--- src/rtl/alu_arbiter.sv ---
// rtl/alu_arbiter.sv - round-robin arbiter sharing one combinational ALU between scalar and vector issue
module alu_arbiter #(
   parameter int OP_W   = 5,
   parameter int RD_W   = 7,
   parameter int DATA_W = 32
) (
   input  logic                clk,
   input  logic                rst,
   input  logic [1:0]          req_valid,
   output logic [1:0]          req_ready,
   input  logic [2*OP_W-1:0]   req_opcode,
   input  logic [2*RD_W-1:0]   req_rd,
   input  logic [2*DATA_W-1:0] req_rs,
   input  logic [2*DATA_W-1:0] req_rsi,
   input  logic [2*DATA_W-1:0] req_rt,
   output logic [OP_W-1:0]     alu_opcode,
   output logic [RD_W-1:0]     alu_rd,
   output logic [DATA_W-1:0]   alu_rs,
   output logic [DATA_W-1:0]   alu_rsi,
   output logic [DATA_W-1:0]   alu_rt,
   input  logic [RD_W-1:0]     alu_rd_out,
   input  logic [RD_W-1:0]     alu_branch,
   input  logic [OP_W-1:0]     alu_op_out,
   input  logic [DATA_W-1:0]   alu_result,
   output logic                res_valid,
   input  logic                res_ready,
   output logic                res_id,
   output logic [RD_W-1:0]     res_rd,
   output logic [RD_W-1:0]     res_branch,
   output logic [OP_W-1:0]     res_opcode,
   output logic [DATA_W-1:0]   res_data
);

   localparam logic [1:0] IDLE = 2'd0;
   localparam logic [1:0] EXEC = 2'd1;
   localparam logic [1:0] DONE = 2'd2;

   logic [1:0] state;
   logic [1:0] nextState;
   logic [1:0] grant;
   logic       lastGrant;
   logic       grantId;
   logic       acceptWin;
   logic       accept;
   logic       winner;

   // Round-robin pick and accept window; a pending result must be drained in the same cycle to accept
   always_comb begin
      acceptWin = !rst && ((state == IDLE) || ((state == DONE) && res_ready));
      grant[0]  = req_valid[0] && (!req_valid[1] || lastGrant);
      grant[1]  = req_valid[1] && (!req_valid[0] || !lastGrant);
      req_ready = acceptWin ? grant : 2'b00;
      accept    = |req_ready;
      winner    = grant[1];
   end

   // Next-state: one EXEC cycle for the ALU to settle, DONE holds the result until taken
   always_comb begin
      nextState = state;
      case (state)
         IDLE:    if (accept) nextState = EXEC;
         EXEC:    nextState = DONE;
         DONE:    if (res_ready) nextState = accept ? EXEC : IDLE;
         default: nextState = IDLE;
      endcase
   end

   // State register
   always_ff @(posedge clk or posedge rst) begin
      if (rst) state <= IDLE;
      else     state <= nextState;
   end

   // Register the winner's operands onto the ALU; they hold until the next accept
   always_ff @(posedge clk or posedge rst) begin
      if (rst) begin
         alu_opcode <= '0;
         alu_rd     <= '0;
         alu_rs     <= '0;
         alu_rsi    <= '0;
         alu_rt     <= '0;
         lastGrant  <= 1'b1;
         grantId    <= 1'b0;
      end else if (accept) begin
         alu_opcode <= winner ? req_opcode[OP_W +: OP_W]   : req_opcode[0 +: OP_W];
         alu_rd     <= winner ? req_rd[RD_W +: RD_W]       : req_rd[0 +: RD_W];
         alu_rs     <= winner ? req_rs[DATA_W +: DATA_W]   : req_rs[0 +: DATA_W];
         alu_rsi    <= winner ? req_rsi[DATA_W +: DATA_W]  : req_rsi[0 +: DATA_W];
         alu_rt     <= winner ? req_rt[DATA_W +: DATA_W]   : req_rt[0 +: DATA_W];
         lastGrant  <= winner;
         grantId    <= winner;
      end
   end

   // Capture ALU outputs at the end of EXEC; valid clears on handshake
   always_ff @(posedge clk or posedge rst) begin
      if (rst) begin
         res_valid  <= 1'b0;
         res_id     <= 1'b0;
         res_rd     <= '0;
         res_branch <= '0;
         res_opcode <= '0;
         res_data   <= '0;
      end else if (state == EXEC) begin
         res_valid  <= 1'b1;
         res_id     <= grantId;
         res_rd     <= alu_rd_out;
         res_branch <= alu_branch;
         res_opcode <= alu_op_out;
         res_data   <= alu_result;
      end else if (res_valid && res_ready) begin
         res_valid  <= 1'b0;
      end
   end

endmodule

--- config.mk ---
export PLATFORM = sky130hd
export DESIGN_NAME = alu_arbiter
export DESIGN_NICKNAME = d
export VERILOG_FILES = /design/src/rtl/alu_arbiter.sv
export SDC_FILE = /design/constraint.sdc
export NUM_CORES = 1
export LEC_CHECK = 0
export BUFFER_PORTS_ARGS = -buffer_cell sky130_fd_sc_hd__buf_2
export CAP_MARGIN = 5
export CELL_PAD_IN_SITES_DETAIL_PLACEMENT = 1
export CELL_PAD_IN_SITES_GLOBAL_PLACEMENT = 2
export CORE_ASPECT_RATIO = 1.1
export CORE_MARGIN = 3
export CORE_UTILIZATION = 22
export DETAILED_ROUTE_END_ITERATION = 8
export GPL_TIMING_DRIVEN = 1
export PLACE_DENSITY = 0.81
export REMOVE_ABC_BUFFERS = 1
export SYNTH_ARGS = -nofsm -noshare
export SYNTH_HDL_FRONTEND = slang
export SYNTH_SLANG_ARGS = --single-unit
--- constraint.sdc ---
create_clock -name clk -period 6.55 [get_ports clk]
set_input_delay 1.965 -clock clk [delete_from_list [all_inputs] [get_ports clk]]
set_output_delay 1.965 -clock clk [all_outputs]
set_load 0.02 [all_outputs]
# Word level (Yosys, flattened, before mapping)
# Index checks and enable logic that the tools add are counted.
[totals]
reg_bits = 165
wordCells = 46
latch_bits = 0
romBits = 0
out_inout_bits = 163
ram_bits = 0
memories = 0
[classes]
n_mux = 12
shift = 0
bitwise = 0
n_reduce_logical = 16
magnitude_cmp = 0
n_eq_ne = 4
add_sub_neg = 0
mul = 0
div_mod_pow = 0
[op_table]
columns = ["op", "count"]
rows = [
  ["2-to-1 mux 32 bit", 3],
  ["2-to-1 mux 7 bit", 1],
  ["2-to-1 mux 2 bit", 3],
  ["case mux 2 bit (3 select lines)", 1],
  ["logical AND 1 bit", 5],
  ["2-to-1 mux 5 bit", 1],
  ["logical NOT 1 bit", 4],
  ["inequality test 2 bit, second input constant", 2],
  ["logical OR 1 bit", 3],
  ["2-to-1 mux 1 bit", 3],
  ["== test 2 x 1 -> 1 bit, second input constant", 1],
  ["== test 2 bit, second input constant", 1],
  ["logical NOT 2 bit", 1],
  ["AND reduction 2 bit", 1],
  ["nonzero test 2 bit", 1],
  ["OR reduction 2 bit", 1],
]

# Depth between registers and ports, before layout
# Gate-level depths: netlist (run 1).
[logic_depth]
depth_word = 9
ltp_mapped = 7

# Worst setup path before layout (run 1)
# Ideal clock, no wire load.
[synth_path]
path_type = "input to output"
start = "input port req_valid[1]"
end = "output port req_ready[1]"
n_path_buf = 3
arrival_time_ns = 3.108
slack_ns = 1.477
cell_stages = 5
cell_sequence = "a21bo_2 -> buf_2 -> buf_2 -> buf_2 -> nor3_1"
[synth_via]
elab_chain_len = 2
[synth_rtl]
columns = ["element", "line", "text"]
rows = [
  ["start, declared", "9", "input logic [1:0] req_valid,"],
  ["logical AND 1 bit", "51", "grant[1] = req_valid[1] && (!req_valid[0] || !lastGrant);"],
  ["2-to-1 mux 2 bit", "52", "req_ready = acceptWin ? grant : 2'b00;"],
  ["end, declared", "10", "output logic [1:0] req_ready,"],
]
# Every way passes these cells.

# Worst setup path in the final report (run 1)
[layout_path]
start = "input port req_valid[0]"
end = "output port req_ready[0]"
[layout_via]
elab_chain_len = 2
[layout_rtl]
columns = ["element", "line", "text"]
rows = [
  ["logical AND 1 bit", "50", "grant[0] = req_valid[0] && (!req_valid[1] || lastGrant);"],
  ["2-to-1 mux 2 bit", "52", ""],
]
# Every way passes these cells.

==> impl_results.md, run 1 <==
- # DRC: 0
- Post-Layout Inst Area: 0.0102 sq mm
- Starting Density: 0.225
- Reg-to-reg slack, setup: 4220 ps
- Post-synth top area cell: dfrtp_1
- CP max FO: 18
- Setup CP Type: input pin to output pin
- Worst-Skew Late Latency: 430 ps
- Hold EP: res_data[26]$_DFFE_PP0P_
- Max Root-Sink Buffers: 2
- Total track usage: 0.155
- Share of synthesized registers carrying an async set or reset: 1.00
- First-pass GRT wire length: 42200 um
- Sequential-to-total area share from yosys stat: 0.577
- Root Driver: clkbuf_16
- Slew Limit Fails: 0
- Place WS: 1570 ps
- Ratio of cells with drive above 1 in the final layout: 0.476
- Hold_buf cts: 0
- Nets@finish: 1291
- CP required: 4590 ps
- Critical Path AT: 3000 ps
- Crit start category: input pin
- Placed Area: 0.00963 sq mm
- Synth area leaders: dfrtp_1, o32ai_1, a2bb2oi_1
- Initial antenna violation count: 5
- Post-placement cell count: 1420
- Drt initial violations: 284
- Fmax: 202 MHz
- Hold WC Path Type: flip-flop to flip-flop
- PnR worst setup slack: 1590 ps
- Die height: 195 um
- Start point of the worst hold path: res_data[26]$_DFFE_PP0P_
- Synth-to-layout area growth: 42.6%
- RR Startpoint: lastGrant$_DFFE_PP1P_
- Number of flops mapped to enable cells by yosys: 0
- Hold Vio Cnt, Final: 0
- CTS H-Tree Depth: 4
- Cell Pwr Density: 389 mW/mm^2
- Yosys reg bits: 165
- Clock slew at reported path FFs: 70 ps
- Slew headroom: 0.249
- Core Footprint: 0.0317 sq mm
- Status: complete, no violations
- TritonCTS clock tree: yes
- Total die area: 0.0347 sq mm
- Die W: 178 um
- Reg2Reg Depth: 4
- Main synth FF type: dfrtp_1
- Share of the synthesized area in the top cell type: 0.574
- Distinct cells, synth: 25
- Clock sink count: 165
- Syn Std Cell Area: 0.00715 sq mm
- First-pass iteration count of the detailed router: 4
- Worst r2r dst: alu_rt[27]$_DFFE_PP0P_
- Hpwl dp: 20000 um
- Post-CTS setup buffer count: 0
- Most frequent cells in the layout: buf_2, dfrtp_1, nand2_1
- Total power: 0.00397 W
- CP endpoint kind: output pin
- Maximum vdd ir drop: 0.155 mV
- I/O pin count: 435
- Largest net degree at the start of global routing: 110
- Port Buf Inserts: 434
- RSZ-0062 raised after global routing: no
- Vias in the first global route: 7361
- Clock skew: 14.5 ps
- RePlAce Congestion: 0.769
- Period utilization: 0.757
- YS warnings: 0
- Drt total wl: 28300 um
- DR vias: 6853
- Final std cells w/o fill: 1455
- Setup TNS: 0 ps
- Final setup vio count: 0
- Leak: 4.85 nW
- FP Rows: 68
- MaxCap Viol Count: 0
- Mean post-synth cell area: 11.4 sq um
- Commonest non-fill, non-tap cell in the layout: buf_2
- WL per Instance: 19.4 um
- Grt total ovfl: 0
- Synthesized instance count: 630
- Num CTS Buffers: 17
- Critical Path Start: req_valid[0]
- Hold depth: 2
- Tmin final: 4960 ps
- Vias per cell: 4.71
- Routed Antenna Nets: 0
- Worst slew pin tran: 1130 ps
- Post-cts repair resize count: 0
==> synth_stat cells, drive strengths merged, types with 2 or more instances <==
| cell | number |
|---|---|
| clkbuf | 42 |
| o32ai | 108 |
| o21ai | 2 |
| nand2b | 2 |
| nand2 | 156 |
| inv | 3 |
| a2bb2oi | 108 |
| dfrtp | 164 |
| buf | 29 |
| nor3 | 2 |
| nor2b | 3 |
| nor2 | 4 |
| a31oi | 3 |
==> cell families after synthesis <==
logic type,share of synthesized area
AOI/OAI and AO/OA,0.279
and+or+nand+nor,0.0925
DFF,0.577
buffers and inverters,0.0514
==> through the flow <==
step	hold WS [ps]	utilization
after floorplan	439	-
after global placement	452	0.303
after detailed placement	459	0.303
after CTS	477	0.321
after global routing	502	0.321
final	473	0.322
==> cell type report <==
type	count	area, sq um
antenna	3	7.51
clock buffer	18	429
clock inverter	14	141
fill	3752	21500
inverter	3	17.5
multi-input combinational	391	2690
sequential	165	4130
tap	420	526
timing repair buffer	441	2260
==> sequential cells by signal, indices dropped and copies added, names as in the netlist, 2 cells and up <==
name and cells:
res_branch 7, alu_rsi 32, res_opcode 5, res_data 32, alu_rs 32, alu_opcode 5, alu_rt 32, res_rd 7
state 2, alu_rd 7
==> critical path, stage by stage <==
cell and delay [ps]:
buf_2 130, clkinv_2 240, nor4_1 420, buf_2 230
==> per-layer routing <==
layer  share of wire  GRT usage
met1            0.39      0.175
met2            0.49      0.268
met4           0.017     0.0428
met5         0.00085          0
met3            0.10     0.0620
==> how the worst max path moves through the flow <==
stage	to	slack, ps	depth (start not counted)
after global routing	req_ready[0]	1440	4
after global placement	req_ready[0]	1540	4
after CTS	req_ready[0]	1570	4
final	req_ready[0]	1590	4
after detailed placement	req_ready[0]	1570	4
after floorplan	req_ready[0]	-1510	2
==> power by group <==
group          total (W)  internal (W)  switching (W)
Sequential       0.00150       0.00132       0.000171
Clock            0.00101      0.000537       0.000470
Combinational    0.00146      0.000553       0.000912
Total            0.00397       0.00241        0.00155
(Power assumes the default switching activity.)
==> inputs of run 2 (changes only) <==
clock period = 4.1 ns   (was 6.55 ns; I/O delays follow)
==> impl_results.md, run 2 (same netlist as run 1, synthesis figures left out) <==
- Synth-to-layout area growth: 45.3%
- Clock slew at reported path FFs: 70 ps (about the same)
- Critical Path AT: 2270 ps (-730 ps)
- Most frequent cells in the layout: buf_2, dfrtp_1, nand2_1
- DR vias: 6925 (+1.1%)
- Hold_buf cts: 0 (unchanged)
- Hold WC Path Type: flip-flop to flip-flop
- MaxCap Viol Count: 0 (unchanged)
- Initial antenna violation count: 3 (-2)
- CP max FO: 4 (-14)
- Commonest non-fill, non-tap cell in the layout: buf_2
- Core Footprint: 0.0317 sq mm (unchanged)
- Most used cell, CP: buf_2
- Worst-Skew Late Latency: 430 ps (about the same)
- Port Buf Inserts: 434 (unchanged)
- Switch Pwr: 0.00247 W (+59%)
- Fmax: 285 MHz
- Combinational Power Share: 0.369 (about the same)
- First-pass GRT wire length: 43100 um (+2.1%)
- Total die area: 0.0347 sq mm (unchanged)
- Largest net degree at the start of global routing: 100 (-9.1%)
- First-pass iteration count of the detailed router: 4 (unchanged)
- Reg power frac: 0.373 (-0.004)
- Period utilization: 0.855
- Maximum vdd ir drop: 0.233 mV (+50%)
- Min Hold Slack: 472 ps (-1.64 ps)
- Final setup vio count: 0 (unchanged)
- CTS H-Tree Depth: 4 (unchanged)
- RePlAce Congestion: 0.757 (-1.6%)
- Worst path slowest cell: nor4_1
- CP endpoint kind: output pin
- Slew headroom: 0.227 (-0.0220)
- Setup CP Type: input pin to output pin
- Max Root-Sink Buffers: 2 (unchanged)
- Drt total wl: 28700 um (+1.5%)
- CP cell instances: buf_2 > or2_1 > nor4_1 > buf_2
- Cell Pwr Density: 619 mW/mm^2 (+59%)
- Post-cts repair resize count: 0 (unchanged)
- RSZ-0062 raised after global routing: no
- Ratio of cells with drive above 1 in the final layout: 0.487 (+0.0109)
- Die height: 195 um (unchanged)
- Die W: 178 um (unchanged)
- I/O pin count: 435 (unchanged)
- Post-Layout Inst Area: 0.0104 sq mm (+1.8%)
- Status: complete, no violations
- Total track usage: 0.159 (+0.00400)
- Grt total ovfl: 0 (unchanged)
- Vias per cell: 4.70 (-0.18%)
- # DRC: 0 (unchanged)
- CP required: 2870 ps (-1720 ps)
- Hpwl dp: 21200 um (+6.0%)
- Hold Vio Cnt, Final: 0 (unchanged)
- TritonCTS clock tree: yes
- Leak: 4.96 nW (+2.1%)
- Worst slew pin tran: 1160 ps (+33.0 ps)
- Int Pwr: 0.00396 W (+64%)
- Placed Area: 0.00979 sq mm (+1.7%)
- Clock sink count: 165 (unchanged)
- Tmin final: 3500 ps
- Root Driver: clkbuf_16
- FP Rows: 68 (unchanged)
- Drt initial violations: 239 (-16%)
- Clock network power share: 0.258 (+0.004)
- Post-CTS setup buffer count: 0 (unchanged)
- Slowest Stage Delay on Critical Path: 360 ps (-60 ps)
- Num CTS Buffers: 17 (unchanged)
- Vias in the first global route: 7401 (+0.54%)
- Sw Ratio: 0.383 (-0.00808)
- Nets@finish: 1311 (+1.5%)
- Starting Density: 0.225 (unchanged)
- Routed Antenna Nets: 0 (unchanged)
- Slew Limit Fails: 0 (unchanged)
- Crit start category: input pin
- WL per Instance: 19.5 um (+0.26%)
- Clock skew: 13.4 ps (-1.13 ps)
[run 2: changes by cell type in the layout (fill, tap and decap cells not counted), moves of 2 or more]
cell / previous run / this run
inv_8: 2 / 0
clkinvlp_4: 0 / 4
clkinv_4: 4 / 2
clkbuf_8: 0 / 2
buf_4: 4 / 23
diode_2: 3 / 1
[run 2: per-layer routing]
metal / global-route usage / part of all wire / up-vias
met5: 0 / 0.00045 / -
met4: 0.0381 / 0.011 / 2
met3: 0.0589 / 0.095 / 17
met2: 0.282 / 0.51 / 297
met1: 0.179 / 0.39 / 3391
li1: - / - / 3218
[run 2: through the flow]
step | TNS (ps) | utilization | worst slack (ps) | std cells | power [W]
4_1_cts | 0 | 0.327 | 584 | 1472 | 0.00655
3_5_place_dp | 0 | 0.308 | 583 | 1440 | 0.00484
6_report | 0 | 0.327 | 595 | 1473 | 0.00643
5_1_grt | 0 | 0.327 | 529 | 1473 | 0.00682
3_3_place_gp | 0 | 0.308 | 580 | 1440 | 0.00478
2_1_floorplan | -392530 | - | -2490 | 559 | 0.00382
[run 2: power by group through the flow]
stage               Combinational (W)  Sequential, W  Clock [W]
floorplan                    0.000823        0.00300          0
global placement              0.00239        0.00239          0
detailed placement            0.00243        0.00241          0
CTS                           0.00242        0.00240    0.00172
global route                  0.00257        0.00246    0.00179
finish                        0.00237        0.00240    0.00166
[run 2: area by class of cell]
cell class / instances / area, sq um
fillers: 3715 / 21300
inverters: 3 / 17.5
flip-flops and latches: 165 / 4130
clock buffers: 19 / 453
diodes: 1 / 2.50
clock inverters: 13 / 148
well taps: 420 / 526
repair buffers: 461 / 2420
multi-input cells: 391 / 2690
[run 2: final timing paths]
kind	from	end	slack, ps	cells past startpoint
worst max-delay path	rst	req_ready[0]	600	4
worst min-delay path	res_data[18]$_DFFE_PP0P_	res_data[18]$_DFFE_PP0P_	470	2
worst max register to register	lastGrant$_DFFE_PP1P_	alu_rs[19]$_DFFE_PP0P_	1640	5
worst min register to register	res_data[18]$_DFFE_PP0P_	res_data[18]$_DFFE_PP0P_	470	2
max in group asynchronous	rst	alu_rs[15]$_DFFE_PP0P_	2480	3
min in group asynchronous	rst	res_data[12]$_DFFE_PP0P_	860	2
[run 2: critical path: cells and delay by family]
kind | cells | cell delay [ps]
buffers and inverters | 2 | 370
and+or+nand+nor | 2 | 670
==> inputs of run 3 (changes only) <==
CORE_UTILIZATION = 23   (was 22)
CTS_BUF_LIST = sky130_fd_sc_hd__clkbuf_4   (was not set)
PLACE_DENSITY = 0.84   (was 0.81)
==> impl_results.md, run 3 (same netlist as run 1, synthesis figures left out) <==
- Tmin final: 3490 ps (-18.0 ps)
- Hold WC Path Type: flip-flop to flip-flop
- Total die area: 0.0333 sq mm (-4.2%)
- Most frequent cells in the layout: buf_2, dfrtp_1, nand2_1
- Hold_buf cts: 0 (unchanged)
- Fmax: 287 MHz (+0.52%)
- Nets@finish: 1293 (-1.4%)
- Initial antenna violation count: 1 (-2)
- Vias in the first global route: 7303 (-1.3%)
- DR vias: 6901 (-0.35%)
- Die W: 174 um (-2.1%)
- Ratio of cells with drive above 1 in the final layout: 0.476 (-0.0109)
- Critical Path AT: 2260 ps (about the same)
- TritonCTS clock tree: yes
- Maximum vdd ir drop: 0.215 mV (-7.6%)
- Total power: 0.00589 W (-8.3%)
- Port Buf Inserts: 434 (unchanged)
- RSZ-0062 raised after global routing: no
- Grt total ovfl: 0 (unchanged)
- Worst-Skew Late Latency: 570 ps (+140 ps)
- Total track usage: 0.160 (+0.00153)
- Max Root-Sink Buffers: 2 (unchanged)
- Root Driver: clkbuf_4
- Worst path slowest cell: nor4_1
- Synth-to-layout area growth: 39.5%
- Slew headroom: 0.183 (-0.0437)
- Clock sink count: 165 (unchanged)
- Most used cell, CP: buf_2
- Drt initial violations: 260 (+8.8%)
- FP Rows: 67 (-1.5%)
- Clock skew: 24.9 ps (+11.6 ps)
- Area of the multi-input gates: 0.00269 sq mm (unchanged)
- RePlAce Congestion: 0.783 (+3.5%)
- Post-placement cell count: 1416 (-1.7%)
- Int Pwr: 0.00354 W (-11%)
- Slew Limit Fails: 0 (unchanged)
- I/O pin count: 435 (unchanged)
- Hpwl dp: 19400 um (-8.7%)
- Cell Pwr Density: 591 mW/mm^2 (-4.5%)
- Final std cells w/o fill: 1449 (-1.6%)
- Clock slew at reported path FFs: 150 ps (+80 ps)
- Sw Ratio: 0.400 (+0.0165)
- Largest net degree at the start of global routing: 110 (+10%)
- GRT busiest layer: met2
- Period utilization: 0.850 (-0.00439)
- Min Hold Slack: 479 ps (+7.28 ps)
- Drt total wl: 27400 um (-4.4%)
- Vias per cell: 4.76 (+1.3%)
- CP max FO: 4 (unchanged)
- Num CTS Buffers: 17 (unchanged)
- GR Layer Usage met1: 0.190 (+0.0113)
- Switch Pwr: 0.00236 W (-4.4%)
- Final core utilization: 0.326 (-0.00141)
- Slowest Stage Delay on Critical Path: 340 ps (-20 ps)
- Post-CTS setup buffer count: 0 (unchanged)
- First-pass GRT wire length: 42100 um (-2.2%)
- Die height: 191 um (-2.1%)
- Worst slew pin tran: 1230 ps (+65.6 ps)
- Clock network power share: 0.198 (-0.060)
- Setup TNS: 0 ps (unchanged)
- Routed Antenna Nets: 0 (unchanged)
- MaxCap Viol Count: 0 (unchanged)
- Combinational Power Share: 0.398 (+0.029)
- Grt met2 use: 0.268 (-0.0141)
- Setup CP Type: input pin to output pin
- M3 GR Usage: 0.0598 (+0.000867)
- CTS H-Tree Depth: 4 (unchanged)
- Starting Density: 0.234 (+0.00838)
- Final setup vio count: 0 (unchanged)
- # DRC: 0 (unchanged)
- Reg power frac: 0.404 (+0.031)
- Sequential Area: 0.00413 sq mm (unchanged)
- Hold Vio Cnt, Final: 0 (unchanged)
- CP cell instances: buf_2 > or2_1 > nor4_1 > buf_2
- Status: complete, no violations
- Number of fill cells in the layout: 3611 (-2.8%)
- CP required: 2870 ps (about the same)
- Crit start category: input pin
- Leak: 4.76 nW (-4.0%)
- WL per Instance: 18.9 um (-2.8%)
- Post-cts repair resize count: 0 (unchanged)
- CP endpoint kind: output pin
- First-pass iteration count of the detailed router: 4 (unchanged)
- Commonest non-fill, non-tap cell in the layout: buf_2
- Core Footprint: 0.0306 sq mm (-3.6%)
-- run 3: changes by cell type in the layout (fill, tap and decap cells not counted) --
| cell | change |
|---|---|
| buf_4 | -17 |
| clkinv_4 | +2 |
| bufinv_16 | +3 |
| clkbuf_4 | +17 |
| clkbuf_16 | -17 |
| clkinvlp_4 | -4 |
| clkbuf_8 | -2 |
| clkinv_2 | +1 |
| clkinv_1 | +1 |
| inv_6 | -3 |
| diode_2 | +2 |
| buf_12 | -1 |
-- run 3: path summary, 6_finish.rpt --
path | depth (start not counted) | endpoint | startpoint | slack (ps)
max in group asynchronous | 3 | lastGrant$_DFFE_PP1P_ | rst | 2440
worst max-delay path | 4 | req_ready[0] | rst | 610
worst max register to register | 4 | alu_rt[21]$_DFFE_PP0P_ | lastGrant$_DFFE_PP1P_ | 1800
worst min register to register | 2 | res_id$_DFFE_PP0P_ | grantId$_DFFE_PP0P_ | 480
worst min-delay path | 2 | res_id$_DFFE_PP0P_ | grantId$_DFFE_PP0P_ | 480
min in group asynchronous | 2 | res_id$_DFFE_PP0P_ | rst | 720
-- run 3: layer usage --
layer	vias to the layer above	share of wire
li1	3178	-
met1	3387	0.41
met2	307	0.48
met3	29	0.087
met4	0	0.024
met5	-	0
-- run 3: power by group through the flow --
stage / registers [W] / logic [W] / clock network, W
after CTS: 0.00239 / 0.00239 / 0.00124
after global routing: 0.00245 / 0.00253 / 0.00130
final: 0.00238 / 0.00235 / 0.00117
after global placement: 0.00239 / 0.00236 / 0
after floorplan: 0.00300 / 0.000823 / 0
after detailed placement: 0.00241 / 0.00239 / 0
-- run 3: final cells by class --
| type | count | area share |
|---|---|---|
| Sequential cell | 165 | 0.414 |
| Multi-Input combinational cell | 391 | 0.270 |
| Timing Repair Buffer | 443 | 0.228 |
| Tap cell | 414 | 0.0519 |
| Clock inverter | 13 | 0.0208 |
| Clock buffer | 17 | 0.0128 |
| Inverter | 3 | 0.00176 |
| Antenna cell | 3 | 0.000753 |
-- run 3: metrics by stage --
stage | setup slack, ps | area (sq um)
5_1_grt | 565 | 9980
2_1_floorplan | -2490 | 6800
3_5_place_dp | 616 | 9630
3_3_place_gp | 632 | 9630
6_report | 613 | 9980
4_1_cts | 616 | 9970
-- run 3: critical path: cells and delay by family --
family	cells	cell delay, ps
AND/OR/NAND/NOR	2	650
buffers and inverters	2	370
